<file path="src/rtl/spi_cmd_master.sv">
// SPI mode-3 master sending 16-bit cmd/value word pairs MSB first.
// Ports: CLK/RST_N; start/single/cmd/value request; busy/done status;
// rx_word0/rx_word1 captured MISO; SCK/SCSN/MOSI/MISO serial bus.
module spi_cmd_master #(
    parameter int CLK_DIV    = 2,
    parameter int GAP_CYCLES = 4
) (
    input  logic        CLK,
    input  logic        RST_N,
    input  logic        start,
    input  logic        single,
    input  logic [15:0] cmd,
    input  logic [15:0] value,
    output logic        busy,
    output logic        done,
    output logic [15:0] rx_word0,
    output logic [15:0] rx_word1,
    output logic        SCK,
    output logic        SCSN,
    output logic        MOSI,
    input  logic        MISO
);

    localparam int MAXC = (CLK_DIV > GAP_CYCLES) ? CLK_DIV : GAP_CYCLES;
    localparam int CW   = (MAXC > 1) ? $clog2(MAXC) : 1;
    localparam logic [CW-1:0] DIV_LD = CW'(CLK_DIV - 1);
    localparam logic [CW-1:0] GAP_LD = CW'(GAP_CYCLES - 1);

    typedef enum logic [2:0] {
        S_IDLE, S_SETUP, S_SHIFT, S_GAP, S_HOLD, S_DESEL
    } state_t;

    state_t      state_q, state_d;
    logic [CW-1:0] cnt_q, cnt_d;
    logic [3:0]  bit_q, bit_d;
    logic        word_q, word_d;
    logic        single_q, single_d;
    logic [15:0] cmd_q, cmd_d;
    logic [15:0] val_q, val_d;
    logic [15:0] sh0_q, sh0_d;
    logic [15:0] sh1_q, sh1_d;
    logic [15:0] rx0_q, rx0_d;
    logic [15:0] rx1_q, rx1_d;
    logic        sck_q, sck_d;
    logic        scsn_q, scsn_d;
    logic        mosi_q, mosi_d;
    logic        busy_q, busy_d;
    logic        done_q, done_d;

    logic [15:0] cur_word;
    logic [3:0]  bit_nxt;

    assign cur_word = word_q ? val_q : cmd_q;
    assign bit_nxt  = bit_q - 4'd1;

    always_comb begin
        state_d  = state_q;
        cnt_d    = cnt_q;
        bit_d    = bit_q;
        word_d   = word_q;
        single_d = single_q;
        cmd_d    = cmd_q;
        val_d    = val_q;
        sh0_d    = sh0_q;
        sh1_d    = sh1_q;
        rx0_d    = rx0_q;
        rx1_d    = rx1_q;
        sck_d    = sck_q;
        scsn_d   = scsn_q;
        mosi_d   = mosi_q;
        busy_d   = busy_q;
        done_d   = 1'b0;
        unique case (state_q)
            S_IDLE: begin
                sck_d  = 1'b1;
                scsn_d = 1'b1;
                mosi_d = 1'b0;
                busy_d = 1'b0;
                if (start) begin
                    cmd_d    = cmd;
                    val_d    = value;
                    single_d = single;
                    bit_d    = 4'd15;
                    word_d   = 1'b0;
                    cnt_d    = DIV_LD;
                    scsn_d   = 1'b0;
                    busy_d   = 1'b1;
                    state_d  = S_SETUP;
                end
            end
            S_SETUP: begin
                if (cnt_q != '0) begin
                    cnt_d = cnt_q - 1'b1;
                end else begin
                    sck_d   = 1'b0;
                    mosi_d  = cmd_q[15];
                    cnt_d   = DIV_LD;
                    state_d = S_SHIFT;
                end
            end
            S_SHIFT: begin
                if (cnt_q != '0) begin
                    cnt_d = cnt_q - 1'b1;
                end else if (!sck_q) begin
                    // Rising SCK: the slave has driven MISO since the fall.
                    sck_d = 1'b1;
                    cnt_d = DIV_LD;
                    if (word_q) sh1_d = {sh1_q[14:0], MISO};
                    else        sh0_d = {sh0_q[14:0], MISO};
                end else if (bit_q == 4'd0) begin
                    if (word_q) rx1_d = sh1_q;
                    else        rx0_d = sh0_q;
                    if (!word_q && !single_q) begin
                        cnt_d   = GAP_LD;
                        state_d = S_GAP;
                    end else begin
                        cnt_d   = DIV_LD;
                        state_d = S_HOLD;
                    end
                end else begin
                    bit_d  = bit_nxt;
                    sck_d  = 1'b0;
                    mosi_d = cur_word[bit_nxt];
                    cnt_d  = DIV_LD;
                end
            end
            S_GAP: begin
                if (cnt_q != '0) begin
                    cnt_d = cnt_q - 1'b1;
                end else begin
                    word_d  = 1'b1;
                    bit_d   = 4'd15;
                    sck_d   = 1'b0;
                    mosi_d  = val_q[15];
                    cnt_d   = DIV_LD;
                    state_d = S_SHIFT;
                end
            end
            S_HOLD: begin
                if (cnt_q != '0) begin
                    cnt_d = cnt_q - 1'b1;
                end else begin
                    scsn_d  = 1'b1;
                    mosi_d  = 1'b0;
                    cnt_d   = DIV_LD;
                    state_d = S_DESEL;
                end
            end
            S_DESEL: begin
                if (cnt_q != '0) begin
                    cnt_d = cnt_q - 1'b1;
                end else begin
                    // done and busy fall land together on the exit edge
                    done_d  = 1'b1;
                    busy_d  = 1'b0;
                    state_d = S_IDLE;
                end
            end
            default: state_d = S_IDLE;
        endcase
    end

    always_ff @(posedge CLK) begin
        if (!RST_N) begin
            state_q  <= S_IDLE;
            cnt_q    <= '0;
            bit_q    <= '0;
            word_q   <= 1'b0;
            single_q <= 1'b0;
            cmd_q    <= '0;
            val_q    <= '0;
            sh0_q    <= '0;
            sh1_q    <= '0;
            rx0_q    <= '0;
            rx1_q    <= '0;
            sck_q    <= 1'b1;
            scsn_q   <= 1'b1;
            mosi_q   <= 1'b0;
            busy_q   <= 1'b0;
            done_q   <= 1'b0;
        end else begin
            state_q  <= state_d;
            cnt_q    <= cnt_d;
            bit_q    <= bit_d;
            word_q   <= word_d;
            single_q <= single_d;
            cmd_q    <= cmd_d;
            val_q    <= val_d;
            sh0_q    <= sh0_d;
            sh1_q    <= sh1_d;
            rx0_q    <= rx0_d;
            rx1_q    <= rx1_d;
            sck_q    <= sck_d;
            scsn_q   <= scsn_d;
            mosi_q   <= mosi_d;
            busy_q   <= busy_d;
            done_q   <= done_d;
        end
    end

    assign SCK      = sck_q;
    assign SCSN     = scsn_q;
    assign MOSI     = mosi_q;
    assign busy     = busy_q;
    assign done     = done_q;
    assign rx_word0 = rx0_q;
    assign rx_word1 = rx1_q;

endmodule

</file>
<file path="config.mk">
export PLATFORM = sky130hd
export DESIGN_NAME = spi_cmd_master
export DESIGN_NICKNAME = d
export VERILOG_FILES = /design/src/rtl/spi_cmd_master.sv
export SDC_FILE = /design/constraint.sdc
export NUM_CORES = 1
export LEC_CHECK = 0
export ABC_AREA = 0
export BUFFER_PORTS_ARGS = -buffer_cell sky130_fd_sc_hd__clkbuf_2
export CAP_MARGIN = 0
export CORE_MARGIN = 3
export CORE_UTILIZATION = 60
export DETAILED_ROUTE_END_ITERATION = 7
export PLACE_DENSITY_LB_ADDON = 0.15
export SLEW_MARGIN = 30
export SYNTH_ARGS = -nofsm -noshare
export SYNTH_HDL_FRONTEND = slang
export SYNTH_SLANG_ARGS = --single-unit
</file>
<file path="constraint.sdc">
create_clock -name CLK -period 4.35 [get_ports CLK]
set_input_delay 0.87 -clock CLK [delete_from_list [all_inputs] [get_ports CLK]]
set_output_delay 0.87 -clock CLK [all_outputs]
set_load 0.01 [all_outputs]
</file>
==> flow_summary.toml <==
[run_status]
status = "complete, no violations"

[pwr]
power_frac_seq_pct = 51.4
p_clk_share_pct = 26.5
p_int_mw = 1.56
switching_share_pct = 32.4
pwr-share-comb_pct = 22.1
max-vdd-ir-drop_mv = 0.188
power_density_nw_per_um2 = 421
power_leakage_nw = 2.14
switching_power_mw = 0.745

[die]
core_um2 = 7850
io_pins = 74
fp.dieW_um = 96.5
initial_core_util_pct = 62.7
rows = 32
fp.dieH_um = 96.5
die_area_um2 = 9320

[layout]
nets = 621
final_area_um2 = 5470
antenna_cells = 0
post-route-util_pct = 69.7
syn_to_final_growth_pct = 11.2
n_fill_cell = 661
drive_gt1_share_pct = 17.6
finalNonFillerCells = 688

[timing]
maxSlewViolCount = 0
hold_viol_final = 0
relSlewSlack_pct = 50.7
hold_slack_ps = 472
rsz0062_at_grt = "no"
fmax_mhz = 371
min_period_over_period_pct = 61.9
worstMarginPinSlew_ps = 736
setup_tns_ps = 0
finalClockSkew_ps = 10.5
final.min_clock_period_ps = 2690
finalSetupViolCount = 0

[routing]
post_drt_via_cell_ratio = 5.42
ant_nets = 0
wl_um = 9630
drtIter0Drc = 178
drt-pass1-iter-count = 4
drc = 0
wire_per_inst_um = 14.0
num_vias = 3727

[worst_setup_path]
crit_path_max_incr_delay_ps = 700
r2r_start = "state_q[1]"
endpoint = "rx_word0[8]"
cp_max_fo = 12
crit_required_ps = 4620
crit_chain = "nor3b_2 > nand2_2 > nor3b_4 > buf_8 > mux2i_1 > nor2b_1"
reg2reg_depth = 6
worstPathArrival_ps = 2960
worstSetupPathType = "flop to flop"
start_kind = "flop"
crit_start = "state_q[1]"
slowest_stage = "nor3b_2"
worstReg2RegEnd = "rx_word0[8]"
worst_setup_path_end_kind = "flop"
regToRegSetupSlack_ps = 1660

[synthesis]
synth_nets = 570
yosysSeqAreaShare_pct = 45.6
netlist_instances = 530
netlist_top_cells_area = "dfxtp_1, mux2i_1, nand2_1, a21boi_0, nor2b_1"
synth_enable_flop_cells = 0
synth_top_family_by_area = "simple AND/OR/NAND/NOR gates"
yosysUniqueCellTypes = 55
synth_area_um2 = 4920
ys_seq_elements = 112
synth-adder-area-share_pct = 0.763
synthArstFlopShare_pct = 0
synth_compound_area_share_pct = 13.6
ys_warn_count = 0
yosys.area_share.simple_pct = 21.9
avgSynthCellArea_um2 = 9.28
synth_top_area_share_pct = 45.6
synth_xor_area_share_pct = 0.356
synth.area.mux_share_pct = 13.2
yosysTopAreaCell = "dfxtp_1"
synth-main-ff-cell = "dfxtp_1"

[clock_network]
ctsResizeCount = 0
post_cts_buffers = 0
clockBufferDepth = 2
clkTransAtPathRegs_ps = 110
root_buffer = "clkbuf_8"
hold_buffers = 0
cts_buffers = 9
htree_levels = 3
cts.sinks = 112
cts_tree = "built"
clock_latency_ps = 370

[hold_path]
whs_path_depth = 2
hold_class = "flop to flop"

[global_routing]
antenna_found_initial = 0
grt_use_total_pct = 21.5
grt_pass1_vias = 3517
grt_pass1_wl_um = 16100
grt_max_degree = 74
grt_overflow = 0

[placement]
place_area_um2 = 5260
io_buffer_count = 73
dp_cells = 671
hpwl_um = 6590
routabilityCongestion = 0.834

[job]
maxCapViolations = 0
logic make-up (layout without fill, tap and decap cells):
kind of cell    after synthesis  count (layout)
simple gates                210             210
buf+inv                      45             101
flops                       112             112
compound gates               93              93
mux                          65              65
fa+ha+maj                     3               3
xor+xnor                      2               2
through the flow:
step                      power [mW]  setup slack (ps)
after detailed placement        1.71              1590
after global placement          1.69              1560
after global routing            2.45              1410
after floorplan                 1.59              2190
after CTS                       2.32              1600
final                           2.30              1660
worst max-delay path: cells and delay by family, from the launching register on:
kind                   cells  cell delay [ps]
DFF                        1              590
muxes                      1              220
and+or+nand+nor            4             1560
buffers and inverters      1              230
synthesized netlist by cell type, types with 3 or more instances:
master	n
a21boi_0	50
a21oi_1	14
buf_2	9
buf_4	6
buf_6	3
clkbuf_1	19
dfxtp_1	112
ha_1	3
inv_1	7
mux2i_1	65
nand2_1	114
nand2b_1	3
nand3_1	7
nor2_1	7
nor2b_1	54
o211a_1	4
o211ai_1	4
o21ai_0	5
registers in the layout, summed over array words and instances (netlist names):
signal,flops
word_q,1
single_q,1
val_q,16
cnt_q,2
rx_word1,16
MOSI,1
state_q,3
SCSN,1
cmd_q,16
done,1
bit_q,4
sh0_q,16
SCK,1
sh1_q,16
busy,1
rx_word0,16
metal layers:
| layer | global-route usage [%] | share of wire (%) |
|---|---|---|
| met5 | 0 | 0 |
| met4 | 4.44 | 0.72 |
| met3 | 5.50 | 4.4 |
| met2 | 36.3 | 49 |
| met1 | 27.9 | 46 |
power groups by stage:
| stage | combinational [mW] | clock, mW | sequential (mW) |
|---|---|---|---|
| 3_3_place_gp | 0.487 | 0 | 1.20 |
| 5_1_grt | 0.572 | 0.676 | 1.20 |
| 3_5_place_dp | 0.505 | 0 | 1.20 |
| 4_1_cts | 0.508 | 0.628 | 1.18 |
| 2_1_floorplan | 0.428 | 0 | 1.16 |
| 6_report | 0.508 | 0.611 | 1.18 |
area by class of cell:
type / instances / area (µm²) / area share, %
clock inverters: 5 / 47.5 / 0.869
repair buffers: 78 / 417 / 7.62
flip-flops and latches: 112 / 2240 / 41.0
clock buffers: 11 / 151 / 2.77
multi-input cells: 373 / 2460 / 44.9
inverters: 7 / 26.3 / 0.480
well taps: 102 / 128 / 2.33
worst min-delay path by stage:
stage                    from   endpoint  slack [ps]
finish              val_q[12]  val_q[12]         470
detailed placement   cmd_q[0]   cmd_q[0]         460
global placement     cmd_q[3]   cmd_q[3]         450
global route         cmd_q[2]   cmd_q[2]         500
CTS                  cmd_q[0]   cmd_q[0]         470
floorplan            cmd_q[6]   cmd_q[6]         440
layout by cell type, fill, tap and decap left out, drive strengths merged, types with 2 or more instances in the layout:
cell and count:
a31oi 2, and2 2, o31ai 2, nand3 7
buf 5, a22oi 2, clkinv 2, nand4 3
dfxtp 112, nor2b 54, mux2i 65, a21boi 50
o211ai 4, nand2 115, inv 9, o211a 4
a21oi 14, nand2b 3, clkbuf 84, o21ai 6
ha 3, nor3b 4, nor2 7, nor3 4
No activity file was read; power rests on OpenSTA's default activity.
